## src/rtl/instr_encoder.sv

```systemverilog
// Streaming RV32I instruction encoder: packs field bundles into 32-bit words and
// writes them to sequential instruction-memory addresses over a valid/ready port.
module instr_encoder #(
    parameter int ADDR_WIDTH = 32,
    parameter logic [ADDR_WIDTH-1:0] BASE_ADDR = '0
) (
    input  logic                  i_Clk,
    input  logic                  i_Reset,
    input  logic                  i_Start,
    input  logic                  i_Valid,
    output logic                  o_Ready,
    input  logic                  i_Last,
    input  logic [6:0]            i_OpCode,
    input  logic [4:0]            i_Rd,
    input  logic [4:0]            i_Rs1,
    input  logic [4:0]            i_Rs2,
    input  logic [2:0]            i_Funct3,
    input  logic [6:0]            i_Funct7,
    input  logic [31:0]           i_Imm,
    output logic                  o_WrValid,
    input  logic                  i_WrReady,
    output logic [ADDR_WIDTH-1:0] o_WrAddr,
    output logic [31:0]           o_WrData,
    output logic                  o_Done,
    output logic                  o_Error
);

    localparam logic [6:0] OP_LW    = 7'd3;
    localparam logic [6:0] OP_ITYPE = 7'd19;
    localparam logic [6:0] OP_SW    = 7'd35;
    localparam logic [6:0] OP_RTYPE = 7'd51;
    localparam logic [6:0] OP_BEQ   = 7'd99;
    localparam logic [6:0] OP_JAL   = 7'd111;

    typedef enum logic [1:0] {
        IDLE  = 2'd0,
        RUN   = 2'd1,
        FLUSH = 2'd2
    } state_t;

    state_t                  state;
    logic [ADDR_WIDTH-1:0]   next_addr;
    logic                    accept;
    logic                    handshake;
    logic                    legal;
    logic [31:0]             encoded;
    logic                    fits_12;
    logic                    fits_13;
    logic                    fits_21;

    assign o_Ready   = (state == RUN) && (!o_WrValid || i_WrReady);
    assign accept    = i_Valid && o_Ready;
    assign handshake = o_WrValid && i_WrReady;

    // A value fits an N-bit signed field when all bits from N-1 upward are copies of the sign.
    assign fits_12 = (&i_Imm[31:11]) || !(|i_Imm[31:11]);
    assign fits_13 = (&i_Imm[31:12]) || !(|i_Imm[31:12]);
    assign fits_21 = (&i_Imm[31:20]) || !(|i_Imm[31:20]);

    always_comb begin
        legal = 1'b0;
        case (i_OpCode)
            OP_LW, OP_ITYPE, OP_SW: legal = fits_12;
            OP_RTYPE:               legal = 1'b1;
            OP_BEQ:                 legal = fits_13 && !i_Imm[0];
            OP_JAL:                 legal = fits_21 && !i_Imm[0];
            default:                legal = 1'b0;
        endcase
    end

    always_comb begin
        encoded = 32'd0;
        case (i_OpCode)
            OP_LW, OP_ITYPE:
                encoded = {i_Imm[11:0], i_Rs1, i_Funct3, i_Rd, i_OpCode};
            OP_SW:
                encoded = {i_Imm[11:5], i_Rs2, i_Rs1, i_Funct3, i_Imm[4:0], i_OpCode};
            OP_RTYPE:
                encoded = {i_Funct7, i_Rs2, i_Rs1, i_Funct3, i_Rd, i_OpCode};
            OP_BEQ:
                encoded = {i_Imm[12], i_Imm[10:5], i_Rs2, i_Rs1, i_Funct3,
                           i_Imm[4:1], i_Imm[11], i_OpCode};
            OP_JAL:
                encoded = {i_Imm[20], i_Imm[10:1], i_Imm[11], i_Imm[19:12], i_Rd, i_OpCode};
            default:
                encoded = 32'd0;
        endcase
    end

    // Later assignments override earlier ones, so a same-cycle accept reloads the
    // output register right after the handshake has emptied it.
    always_ff @(posedge i_Clk) begin
        if (i_Reset) begin
            state     <= IDLE;
            next_addr <= BASE_ADDR;
            o_WrValid <= 1'b0;
            o_WrAddr  <= BASE_ADDR;
            o_WrData  <= 32'd0;
            o_Done    <= 1'b0;
            o_Error   <= 1'b0;
        end else begin
            o_Done <= 1'b0;

            if (handshake) begin
                o_WrValid <= 1'b0;
            end

            if (accept) begin
                if (legal) begin
                    o_WrValid <= 1'b1;
                    o_WrData  <= encoded;
                    o_WrAddr  <= next_addr;
                    next_addr <= next_addr + ADDR_WIDTH'(4);
                end else begin
                    o_Error <= 1'b1;
                end
            end

            case (state)
                IDLE: begin
                    if (i_Start) begin
                        state     <= RUN;
                        next_addr <= BASE_ADDR;
                        o_Error   <= 1'b0;
                    end
                end
                RUN: begin
                    if (accept && i_Last) begin
                        state <= FLUSH;
                    end
                end
                FLUSH: begin
                    if (!o_WrValid || handshake) begin
                        state  <= IDLE;
                        o_Done <= 1'b1;
                    end
                end
                default: begin
                    state <= IDLE;
                end
            endcase
        end
    end

endmodule

```

## config.mk

```make
export PLATFORM = sky130hd
export DESIGN_NAME = instr_encoder
export DESIGN_NICKNAME = d
export VERILOG_FILES = /design/src/rtl/instr_encoder.sv
export SDC_FILE = /design/constraint.sdc
export NUM_CORES = 1
export LEC_CHECK = 0
export CAP_MARGIN = 20
export CORE_ASPECT_RATIO = 2
export CORE_MARGIN = 2
export CORE_UTILIZATION = 43
export CTS_CLUSTER_SIZE = 20
export DETAILED_ROUTE_END_ITERATION = 10
export GPL_TIMING_DRIVEN = 0
export PLACE_DENSITY_LB_ADDON = 0.25
export SYNTH_ARGS = -nofsm -noshare
export SYNTH_HDL_FRONTEND = slang
export SYNTH_SLANG_ARGS = --single-unit
```

## constraint.sdc

```tcl
create_clock -name i_Clk -period 2.4 [get_ports i_Clk]
set_input_delay 0.72 -clock i_Clk [delete_from_list [all_inputs] [get_ports i_Clk]]
set_output_delay 0.72 -clock i_Clk [all_outputs]
set_load 0.05 [all_outputs]
```

=== Yosys cells after proc, flatten, opt, wreduce, memory -nomap -nowiden ===
Index checks and enable logic that the tools add are counted.

* Flip-flop bits (word level): 101
* Input bits: 70
* Output and inout port bits: 68
* Word-level logic and storage cells: 66

* $add $sub $neg: 1
* Equal/unequal tests: 11
* Multiplexer cells: 18
* Bitwise gates (word level): 1
* Reduce and logical (&&, ||, !) cells: 28

{| class="wikitable"
|+ Operators by type and width
! operator !! number
|-
| 32-bit case mux with 5 select lines || 1
|-
| 32-bit two-way mux || 4
|-
| 32-bit by 3-bit adder with 32-bit output (second input constant) || 1
|-
| 21-bit AND reduction || 1
|-
| 21-bit OR reduction || 1
|-
| 20-bit AND reduction || 1
|-
| 20-bit OR reduction || 1
|-
| 7-bit by 6-bit == test with 1-bit output (second input constant) || 2
|-
| 7-bit == test (second input constant) || 2
|-
| 12-bit AND reduction || 1
|-
| 12-bit OR reduction || 1
|-
| 1-bit two-way mux || 8
|-
| 7-bit by 2-bit == test with 1-bit output (second input constant) || 1
|-
| 7-bit by 5-bit == test with 1-bit output (second input constant) || 1
|-
| 1-bit logical AND || 6
|-
| 2-bit two-way mux || 3
|-
| 2-bit case mux with 3 select lines || 1
|-
| 1-bit zero test || 5
|-
| 1-bit logical OR || 5
|-
| 2-bit != test (second input constant) || 2
|-
| 1-bit case mux with 4 select lines || 1
|-
| 2-bit OR reduction || 2
|-
| 3-bit AND reduction || 1
|-
| 3-bit OR reduction || 1
|-
| 6 further kinds || 6
|}

=== Longest topological paths before layout ===
* Depth after elaboration: 9
* Depth in mapped cells: 8
* Mapped depth without buffers: 6

=== Worst setup path before layout ===
OpenSTA, ideal clock, no wires.

* Path type: input to register
* From: in i_WrReady
* To: reg next_addr[2]
* Data arrival time: 2,893 ps
* Data required time: 2,328 ps
* Slack: -565 ps
* Cell stages on the path: 6
* Path buffers: 1
* Cell sequence: nor2b_2 nor3b_1 nand2_1 a21oi_4 buf_4 mux2i_1

* Cells in the longest elaborated chain, start to end: 6

{| class="wikitable"
|+ RTL lines
! item !! RTL line !! source
|-
| from (decl) || 21 || <nowiki>input logic i_WrReady,</nowiki>
|-
| 1-bit logical OR (*) || 51 || <nowiki>assign o_Ready = (state == RUN) && (!o_WrValid || i_WrReady);</nowiki>
|-
| 1-bit logical AND (*) || 51 ||
|-
| via o_Ready || 11 || <nowiki>output logic o_Ready,</nowiki>
|-
| 1-bit logical AND (*) || 52 || <nowiki>assign accept = i_Valid && o_Ready;</nowiki>
|-
| 32-bit two-way mux (*) || 108 || <nowiki>if (accept) begin</nowiki>
|-
| 32-bit two-way mux || 121 || <nowiki>if (i_Start) begin</nowiki>
|-
| 32-bit two-way mux (*) || 119 || <nowiki>case (state)</nowiki>
|-
| to (signal assigned) || 113 || <nowiki>next_addr <= next_addr + ADDR_WIDTH'(4);</nowiki>
|-
| to (decl) || 42 || <nowiki>logic [ADDR_WIDTH-1:0] next_addr;</nowiki>
|}

Mark *: on every way through the listed nets, which the timed path passes. The rest lies on a longest branch.
A chain may end at the register's enable or synchronous reset.

=== Worst setup path after layout ===
* From: in i_OpCode[4]
* To: reg next_addr[25]

* Cells in the longest elaborated chain, start to end: 7

{| class="wikitable"
|+ RTL lines
! item !! RTL line !! source
|-
| from (decl) || 13 || <nowiki>input logic [6:0] i_OpCode,</nowiki>
|-
| 7-bit by 6-bit == test with 1-bit output, or another cell as far along || 62 || <nowiki>case (i_OpCode)</nowiki>
|-
| 3-bit OR reduction || 62 ||
|-
| 1-bit case mux with 4 select lines (*) || 62 ||
|-
| 32-bit two-way mux (*) || 109 || <nowiki>if (legal) begin</nowiki>
|-
| 32-bit two-way mux (*) || 108 ||
|-
| 32-bit two-way mux || 121 ||
|-
| 32-bit two-way mux (*) || 119 ||
|}

Mark *: on every way between the ends. The rest lies on a longest branch, timed or not.

==> impl_metrics.ini <==
[run_status]
status = finished, final reports clean

[clock_tree]
cts.clk_slew.worst_paths_ns = 0.06
cts_sinks = 97
clkLatencyLatePin_ns = 0.36
cts_tree = built
cts-root-buf = clkbuf_16
h-tree-depth = 3
cts_max_path_buffers = 2
cts_buffers = 9
ctsHoldBuffers = 0

[timing]
maxSlewViolCount = 0
timing.final.crit_period_ns = 2.34
setup_viol = 0
fin_hold_ws_ns = 0.450
worst_pin_slew_ns = 0.624
finalClockSkew_ns = 0.00985
maxSlewHeadroom_pct = 58.4
rsz0062_at_grt = yes
fmax_mhz = 428
final.period_utilization_pct = 97.4
worst_slack_ns = 0.0615
setup_tns_ns = 0
finalHoldViolations = 0

[setup_path]
reg2reg_from = next_addr[8]
critPathMaxFanout = 8
rr_worst_depth = 6
critical_path_class = input port to flip-flop
worstSetupStartpointType = input port
crit_buf_inv = 1
worstReg2RegEnd = next_addr[25]
max_stage_delay_ns = 0.44
cp-end-kind = flip-flop
required_ns = 2.68
slowest_stage = or3_4
critical_path_arrival_ns = 2.62
rrSetupSlack_ns = 0.14
crit_family = simple AND/OR/NAND/NOR gates
path_cells = dlygate4sd2_1 > nand2b_4 > or3_4 > nor3b_4 > o311ai_4 > a211oi_2 > mux2i_1

[synth]
ys_warn_count = 0
synth-xor-area-share_pct = 0.180
yosysTopAreaCell = dfxtp_1
synth_mux_area_share_pct = 12.8
synth_area_sq_um = 4860
async_flop_share_pct = 0
yosysSeqAreaShare_pct = 39.9
synthDominantCellAreaShare_pct = 39.9
yosys_register_bits = 97
synthTopCellsByArea = dfxtp_1 (40%), mux2i_1 (12%), nand2_1 (8.8%)
synth_area_per_cell_sq_um = 8.89
synthAdderAreaFrac_pct = 0.257
ys_dominant_reg_cell = dfxtp_1
synth.most_common_cell = nand2_1
ys_top_cells_by_count = nand2_1 (114), dfxtp_1 (97), mux2i_1 (60)
synth-compound-area-share_pct = 21.5
synthCells = 547
synth_edf_count = 0
synth_top_family_by_area = compound AO/OA/AOI/OAI gates
yosysUniqueCellTypes = 57
synth-simple-area-share_pct = 20.9

[route]
drt-total-wl_mm = 14.9
wl_per_cell_um = 17.3
postRouteAntennaNets = 0
drt_iter0_drc = 386
vias = 4845
firstDrtPassIters = 5
drc = 0
avgViaCountPerCell = 5.65

[finish]
final_nets = 782
drive_gt1_share_pct = 14.5
diodes = 0
multiInputGateArea_sq_um = 2930
num-fill-cells = 991
area_growth_pct = 48.1
final_core_util_pct = 64.6
regArea_sq_um = 1940

[global_route]
overflow = 0
grt_max_degree = 17
antenna_found_initial = 0
grt_pass1_vias = 4739
track_usage_pct = 24.0
grt_pass1_wl_mm = 23.4

[placement]
dp_slack_ns = -0.795
io_buffers = 135
dp_hpwl_mm = 10.2
place_congestion = 0.869

[job]
maxCapViolations = 0

[floorplanning]
rows = 55
ios = 138
die-width_um = 79.2
coreArea_sq_um = 11100
initial_utilization_pct = 43.6
die-area_sq_um = 12200
die_y_um = 154

[min_path]
min_to = o_WrData[3]
worstHoldPathCells = 2
min-delay-start = o_WrData[3]
hold_class = flip-flop to flip-flop

[power]
power_density_nw_per_um2 = 478
p_leak_nw = 2.74
ir_drop_mv = 0.486
## final cells by class
type	count	share of cell area, %
Sequential cell	97	27.0
Clock buffer	11	3.51
Clock inverter	5	0.851
Timing Repair Buffer	153	21.3
Multi-Input combinational cell	405	40.6
Buffer	40	3.98
Tap cell	142	2.47
Inverter	5	0.261
## per-stage QoR
| stage | power [mW] | instance area [sq um] | cells |
|---|---|---|---|
| floorplan | 1.77 | 4870 | 548 |
| global placement | 1.95 | 6400 | 825 |
| detailed placement | 1.95 | 6400 | 825 |
| CTS | 3.45 | 7040 | 854 |
| global route | 3.54 | 7200 | 858 |
| finish | 3.44 | 7200 | 858 |
## sequential cells by signal, summed over array words and instances, names as in the netlist
register   cells
o_WrData      32
o_Error        1
o_WrValid      1
next_addr     30
o_WrAddr      30
state          2
o_Done         1
## worst register-to-register path: cells and delay by family (launching register included)
family	cells	cell delay (ns)
DFF	1	0.43
and+or+nand+nor	3	1.03
AOI/OAI and AO/OA	2	0.53
muxes	1	0.20
## routing by layer
metal | routed length, um | track usage, % | up-vias
met4 | 430 | 11.2 | 0
met1 | 6210 | 29.1 | 2298
li1 | - | - | 2324
met3 | 973 | 4.84 | 31
met5 | 0 | 0 | -
met2 | 7270 | 40.1 | 192
## cell families after synthesis
kind of cell    count (synthesis)
compound gates                133
xor+xnor                        1
fa+ha+maj                       1
buf+inv                        46
flops                          97
mux                            62
other cells                     1
simple gates                  206
## placed cells by master (no fill, tap or decap), drive strengths merged, types with 9 or more instances in the layout
master	instances
buf	33
clkbuf	40
nand2b	27
mux2i	60
nand2	114
nand3	13
dfxtp	97
a21oi	26
o211a	26
clkdlybuf4s50	105
dlygate4sd2	16
o211ai	24
a22oi	23
and3	9
## report_power, final
part / internal, mW / switching (mW)
Combinational: 0.140 / 0.171
Clock: 0.870 / 0.646
Sequential: 1.61 / 0.00334
## timing repair
| action | in CTS | in global routing |
|---|---|---|
| gates resized for setup | 92 | 40 |
| pin swaps | 20 | 13 |
| buffers inserted | 14 | 1 |
| setup endpoints to repair | 95 | 93 |
| gates cloned | 0 | 3 |
## how the worst max path moves through the flow
stage	start	endpoint	slack, ns	depth (start not counted)
after floorplan	i_WrReady	next_addr[2]	0.03	6
after global placement	i_Imm[18]	o_WrData[31]	-0.78	8
after detailed placement	i_OpCode[3]	next_addr[2]	-0.79	7
after CTS	i_Imm[18]	next_addr[24]	0.02	8
after global routing	i_OpCode[2]	o_WrData[30]	-0.03	7
final	i_OpCode[4]	next_addr[25]	0.06	7
(Power assumes the default switching activity.)
